==> src/rtl/bit_iter_pkg.sv <==
// Shared types and default constants for the bounded bit-iteration engine.
package bit_iter_pkg;

  typedef enum logic [1:0] {
    IDLE = 2'd0,
    RUN  = 2'd1,
    DONE = 2'd2
  } bit_iter_state_t;

  localparam int BIT_ITER_WIDTH = 16;
  localparam int BIT_ITER_START = 1;
  localparam int BIT_ITER_MAX   = 10;

endpackage

==> src/rtl/bit_iter_seq.sv <==
// Bit-iteration engine: walks one bit position per cycle, writing result[i] = ~din[i-1],
// bounded by MAX_ITER steps or the top bit, then presents the word on a valid/ready port.
module bit_iter_seq
  import bit_iter_pkg::*;
#(
  parameter int WIDTH     = BIT_ITER_WIDTH,
  parameter int START_IDX = BIT_ITER_START,
  parameter int MAX_ITER  = BIT_ITER_MAX
) (
  input  logic                       clk,
  input  logic                       rst,
  input  logic                       in_valid,
  output logic                       in_ready,
  input  logic [WIDTH-1:0]           in_data,
  output logic                       out_valid,
  input  logic                       out_ready,
  output logic [WIDTH-1:0]           out_data,
  output logic [$clog2(WIDTH+1)-1:0] out_count,
  output logic                       busy
);

  localparam int IDX_W = $clog2(WIDTH);
  localparam int CNT_W = $clog2(WIDTH+1);

  if (START_IDX < 1 || START_IDX > WIDTH - 1) begin : g_bad_start
    $error("bit_iter_seq: START_IDX must lie in 1..WIDTH-1");
  end
  if (MAX_ITER < 1) begin : g_bad_max
    $error("bit_iter_seq: MAX_ITER must be >= 1");
  end

  bit_iter_state_t    state_reg, state_next;
  logic [WIDTH-1:0]   din_reg;
  logic [WIDTH-1:0]   res_reg;
  logic [IDX_W-1:0]   idx_reg;
  logic [CNT_W-1:0]   cnt_reg;
  logic               out_valid_reg;
  logic [WIDTH-1:0]   out_data_reg;
  logic [CNT_W-1:0]   out_count_reg;
  logic               in_fire;
  logic               last_step;

  assign in_fire   = in_valid && in_ready;
  // Top-bit termination fires before idx could overflow its register.
  assign last_step = (int'(cnt_reg) + 1 == MAX_ITER) || (int'(idx_reg) == WIDTH - 1);

  always_comb begin
    state_next = state_reg;
    in_ready   = (state_reg == IDLE) && !rst;
    case (state_reg)
      IDLE: if (in_fire) state_next = RUN;
      RUN:  if (last_step) state_next = DONE;
      DONE: if (out_valid_reg && out_ready) state_next = IDLE;
      default: state_next = IDLE;
    endcase
  end

  always_ff @(posedge clk) begin
    if (rst) begin
      state_reg     <= IDLE;
      din_reg       <= '0;
      res_reg       <= '0;
      idx_reg       <= '0;
      cnt_reg       <= '0;
      out_valid_reg <= 1'b0;
      out_data_reg  <= '0;
      out_count_reg <= '0;
    end else begin
      state_reg <= state_next;
      case (state_reg)
        IDLE: begin
          if (in_fire) begin
            din_reg <= in_data;
            res_reg <= '0;
            idx_reg <= IDX_W'(START_IDX);
            cnt_reg <= '0;
          end
        end
        RUN: begin
          res_reg[idx_reg] <= ~din_reg[idx_reg - 1'b1];
          cnt_reg          <= cnt_reg + 1'b1;
          if (!last_step) idx_reg <= idx_reg + 1'b1;
        end
        DONE: begin
          // Result registers load once on DONE entry and stay frozen while stalled.
          if (!out_valid_reg) begin
            out_valid_reg <= 1'b1;
            out_data_reg  <= res_reg;
            out_count_reg <= cnt_reg;
          end else if (out_ready) begin
            out_valid_reg <= 1'b0;
          end
        end
        default: ;
      endcase
    end
  end

  assign out_valid = out_valid_reg;
  assign out_data  = out_data_reg;
  assign out_count = out_count_reg;
  assign busy      = (state_reg != IDLE);

endmodule

==> config.mk <==
export PLATFORM = sky130hd
export DESIGN_NAME = bit_iter_seq
export DESIGN_NICKNAME = d
export VERILOG_FILES = /design/src/rtl/bit_iter_pkg.sv /design/src/rtl/bit_iter_seq.sv
export SDC_FILE = /design/constraint.sdc
export NUM_CORES = 1
export LEC_CHECK = 0
export BUFFER_PORTS_ARGS = -buffer_cell sky130_fd_sc_hd__clkbuf_2
export CORE_MARGIN = 2
export CORE_UTILIZATION = 58
export CTS_BUF_LIST = sky130_fd_sc_hd__clkbuf_8
export CTS_CLUSTER_SIZE = 24
export DETAILED_ROUTE_END_ITERATION = 6
export GPL_ROUTABILITY_DRIVEN = 0
export PLACE_DENSITY = 0.81
export SYNTH_ARGS = -nofsm -noshare
export SYNTH_HDL_FRONTEND = slang
export SYNTH_SLANG_ARGS = --single-unit
==> constraint.sdc <==
create_clock -name clk -period 2.8 [get_ports clk]
set_clock_uncertainty 0.05 [all_clocks]
set_input_delay 0.14 -clock clk [delete_from_list [all_inputs] [get_ports clk]]
set_output_delay 0.14 -clock clk [all_outputs]
set_load 0.02 [all_outputs]
Word level (Yosys, flattened, before mapping)
Cells that the tools add are included.
{ "totals": {"inputBits": 20, "regBits": 65, "word_cells": 57, "out_inout_bits": 24} }
{ "op_classes": {"mux": 18, "bitwise_logic": 2, "n_eq_ne": 8, "magnitude_cmp": 3, "addsub": 4, "reduce_logical": 14} }
{ "ops": {"columns": ["operator", "n"], "rows": [
  ["16-bit one-hot mux with 2 select lines", 1],
  ["16-bit bitwise mux", 1],
  ["16-bit two-way mux", 1],
  ["4-bit by 5-bit less-than comparator with 1-bit output, second input constant", 2],
  ["5-bit one-hot mux with 2 select lines", 1],
  ["4-bit two-way mux", 2],
  ["2-bit inequality test, second input constant", 4],
  ["4-bit one-hot mux with 2 select lines", 1],
  ["5-bit by 1-bit adder with 6-bit output, second input constant", 1],
  ["6-bit by 4-bit == test with 1-bit output, second input constant", 1],
  ["2-bit two-way mux", 3],
  ["2-bit one-hot mux with 3 select lines", 1],
  ["2-bit AND reduction", 3],
  ["3-bit AND reduction", 2],
  ["5-bit by 1-bit adder with 5-bit output, second input constant", 1],
  ["5-bit two-way mux", 1],
  ["4-bit by 1-bit adder with 4-bit output, second input constant", 1],
  ["1-bit binary-select mux with 4-bit select", 1],
  ["1-bit demux with 4-bit select", 1],
  ["4-bit by 1-bit == test with 1-bit output, second input constant", 1],
  ["4-bit by 1-bit >= comparator with 1-bit output, second input constant", 1],
  ["1-bit logical AND", 4],
  ["1-bit two-way mux", 4],
  ["2-bit nonzero test", 2],
  ["other kinds (7)", 8]
]} }

Depth between registers and ports, before layout
{ "depth": {"word_depth": 6, "ltp_mapped": 8, "mapped_depth_nobuf": 6} }

Worst setup path before layout
No wires, ideal clock.
{ "synth_path": {"kind": "reg2reg", "start": "register idx_reg[0]", "end": "register res_reg[10]", "setup_time_ns": 0.087, "n_path_buf": 2, "t_required_ns": 2.663, "path_slack_ns": 0.576, "stages_incl_launch_ff": 9, "synth_period_minus_slack_ns": 2.224, "arrival_ns": 2.087, "cell_sequence": "dfxtp_1 > buf_6 > inv_1 > ha_1 > mux4_2 > mux2i_1 > a22oi_2 > buf_6 > o31ai_1"} }
{ "synth_between": {"elab_chain_cells": 6, "word_cells_on_any_way": 11, "cone_classes": "add/sub: 1; order compare: 2; mux: 6; bitwise: 1; reduce/logical: 1"} }
{ "synth_lines": {"columns": ["element", "line", "text"], "rows": [
  ["start, declared", "bit_iter_seq.sv:35", "logic [IDX_W-1:0] idx_reg;"],
  ["start signal, assigned", "bit_iter_seq.sv:75", "idx_reg <= IDX_W'(START_IDX);"],
  ["start signal, assigned", "bit_iter_seq.sv:82", "if (!last_step) idx_reg <= idx_reg + 1'b1;"],
  ["4-bit by 1-bit subtractor with 4-bit output, or another cell as far along", "bit_iter_seq.sv:80", "res_reg[idx_reg] <= ~din_reg[idx_reg - 1'b1];"],
  ["1-bit binary-select mux with 4-bit select or 1-bit logical AND (tied branches)", "bit_iter_seq.sv:80", null],
  ["1-bit two-way mux (not written as such)", "bit_iter_seq.sv:80", null],
  ["1-bit inverter or 1-bit demux with 4-bit select (tied branches)", "bit_iter_seq.sv:80", null],
  ["16-bit bitwise mux *", "bit_iter_seq.sv:80", null],
  ["16-bit one-hot mux with 2 select lines *", "bit_iter_seq.sv:70", "case (state_reg)"],
  ["end signal, assigned by index", "bit_iter_seq.sv:80", null],
  ["end, declared", "bit_iter_seq.sv:34", "logic [WIDTH-1:0] res_reg;"]
]} }
Mark *: on every way between the ends. The rest lies on a longest branch, timed or not. The select of a mux whose other input is x is not followed.
A chain may end at the register's enable or synchronous reset.

Worst setup path in the final report
{ "layout_path": {"start": "register idx_reg[1]", "end": "register res_reg[8]"} }
The elaborated chain is that of the path after synthesis.

==> out/qor.yml <==
multi_input_area_um2: 1360
yosysSeqAreaShare_pct: 47.1
rsz0062_at_grt: "no"
synth_top_area_cell: "dfxtp_1"
fmax_mhz: 422
cp_max_fo: 16
swShare_pct: 26.6
antenna_left: 0
ctsResizeCount: 0
fin_crit_sh_pct: 84.6
power_density_nw_per_um2: 636
first_pass_iters: 4
ys_ff_latch: 65
fin_nets: 410
cts_sinks: 65
core-area_um2: 4660
synth_area_leaders: "dfxtp_1 (47%), nand2_1 (11%), a21oi_1 (5.1%)"
grt_use_total_pct: 25.2
r2r_cells: 6
period_needed_ps: 2370
die_y_um: 73.0
place_inst: 410
synth_common_cells: "nand2_1 (83), dfxtp_1 (65), a21oi_1 (28)"
pwr-share-comb_pct: 13.9
final-seq-area_um2: 1300
relSlewSlack_pct: 21.0
hold_viol: 0
antenna_found_initial: 0
grt_max_degree: 33
setup_viol: 0
power.switching_mw: 0.568
grt_overflow_total: 0
fillers: 364
synthSimpleGateAreaFrac_pct: 22.9
routed_via_density: 5.45
power_mw: 2.14
insertion_delay_ps: 340
async_flop_share_pct: 0
worst-slew-pin-transition_ps: 1180
cts_buffers: 9
design_area_um2: 3370
synthXorXnorAreaFrac_pct: 1.58
drcViolationCount: 0
tns_ps: 0
diodes: 0
muxShareOfSynthArea_pct: 4.34
dieArea_um2: 5340
synth-compound-area-share_pct: 16.9
vias: 2408
hold_class: "in2reg"
wl_per_cell_um: 13.7
drt_iter0_markers: 157
post-route-util_pct: 72.2
dp_hpwl_um: 3840
placed_area_um2: 3000
crit_type: "reg2reg"
p_clk_share_pct: 40.0
peakVddDrop_v: 0.000443
drive_above_1_share_pct: 18.6
clk_path_buf_depth: 2
cp.arrival_ps: 2570
synthAdderAreaFrac_pct: 3.17
intPower_mw: 1.57
port_buffers: 43
cts.clk_slew.worst_paths_ps: 70
synth_top_family_by_area: "simple AND/OR/NAND/NOR gates"
ys.warnings.count: 0
syn_area_um2: 2770
power_leakage_nw: 1.30
ys.flop_type: "dfxtp_1"
p_seq_share_pct: 46.1
yosys.area.top_type_share_pct: 47.1
dp_slack_ps: 425
syn_to_final_growth_pct: 21.7
synthCells: 329
cp-end-kind: "flip-flop"
maxCapViolations: 0
worst_slack_ps: 430
synth_nets: 356
pin_count: 44
fin_hold_ws_ps: 49.4
h-tree-depth: 3
grt_pass1_vias: 2279
wl_um: 6050
crit_required_ps: 3000
startpoint_type: "flip-flop"
cts_tree: "built"
drv_slew: 0
floorplan.initialDensity_pct: 59.3
yosys.cell_types.count: 40
clock-root-buffer: "clkbuf_8"
syn_avg_cell_area_um2: 8.40
holdPathStages: 3
grt_pass1_wl_um: 10300
synthMostInstantiatedCell: "nand2_1"
synth_edf_count: 0
outcome: "finished, final reports clean"
die_x_um: 73.0
fin_cells: 442
rows: 25
==> cell usage in the layout, fill, tap and decap left out, types with 2 or more instances in the layout <==
| cell type | count |
|---|---|
| mux2i_1 | 3 |
| dlygate4sd3_1 | 16 |
| nor2b_1 | 3 |
| nand2b_1 | 5 |
| nand4_1 | 5 |
| nand3_1 | 15 |
| o21ai_1 | 27 |
| ha_1 | 7 |
| dfxtp_1 | 65 |
| o31ai_1 | 8 |
| or3_1 | 2 |
| buf_4 | 5 |
| nand3b_1 | 2 |
| xnor2_1 | 4 |
| nor3_1 | 5 |
| clkbuf_2 | 43 |
| clkinv_2 | 3 |
| inv_1 | 4 |
| nand2_1 | 83 |
| o211ai_1 | 8 |
| a21oi_1 | 28 |
| mux4_2 | 4 |
| and2_1 | 2 |
| bufinv_16 | 2 |
| clkbuf_8 | 9 |
| and3_1 | 2 |
| nor2_1 | 12 |
==> metal layers <==
metal	part of all wire, %	routed length, µm	vias up	global-route usage (%)
li1	-	-	1256	-
met1	46	2760	1098	32.0
met2	50	3010	46	40.1
met3	3.2	192	8	6.91
met4	1.6	96	0	10.5
met5	0	0	-	0
==> final timing paths <==
kind,slack [ps],endpoint,startpoint
worst max-delay path,430,res_reg[8]$_SDFFE_PP0P_,idx_reg[1]$_SDFFE_PP0P_
worst min-delay path,50,idx_reg[0]$_SDFFE_PP0P_,in_valid
worst max register to register,430,res_reg[8]$_SDFFE_PP0P_,idx_reg[1]$_SDFFE_PP0P_
worst min register to register,400,out_data[8]$_SDFFE_PP0P_,res_reg[8]$_SDFFE_PP0P_
==> power groups by stage <==
stage / logic [mW] / registers (mW) / clock network (mW)
6_report: 0.297 / 0.987 / 0.856
5_1_grt: 0.331 / 0.991 / 0.915
4_1_cts: 0.295 / 0.986 / 0.872
2_1_floorplan: 0.215 / 1.00 / 0
3_5_place_dp: 0.276 / 1.01 / 0
3_3_place_gp: 0.266 / 1.01 / 0
==> layout make-up <==
type / count / share of cell area [%]
Clock inverter: 7 / 2.57
Tap cell: 54 / 2.01
Sequential cell: 65 / 38.7
Multi-Input combinational cell: 239 / 40.4
Inverter: 4 / 0.446
Timing Repair Buffer: 64 / 12.3
Clock buffer: 9 / 3.68
==> worst max-delay path, stage by stage (launching register included) <==
cell	delay, ps
dfxtp_1	430
inv_1	130
ha_1	430
mux4_2	530
mux2i_1	180
a22oi_2	240
o31ai_1	290
==> cells by family after synthesis <==
| logic type | after synthesis |
|---|---|
| AO/OA/AOI/OAI | 79 |
| buffers and inverters | 25 |
| flip-flops | 65 |
| adder cells (fa/ha/maj) | 7 |
| multiplexers | 7 |
| AND/OR/NAND/NOR | 141 |
| XOR/XNOR | 5 |
==> what timing repair did <==
action,in CTS,in global routing
hold buffers,16,0
setup endpoints to repair,0,0
setup buffers,0,0
hold endpoints to repair,16,0
Power figures use the tool's default switching activity.
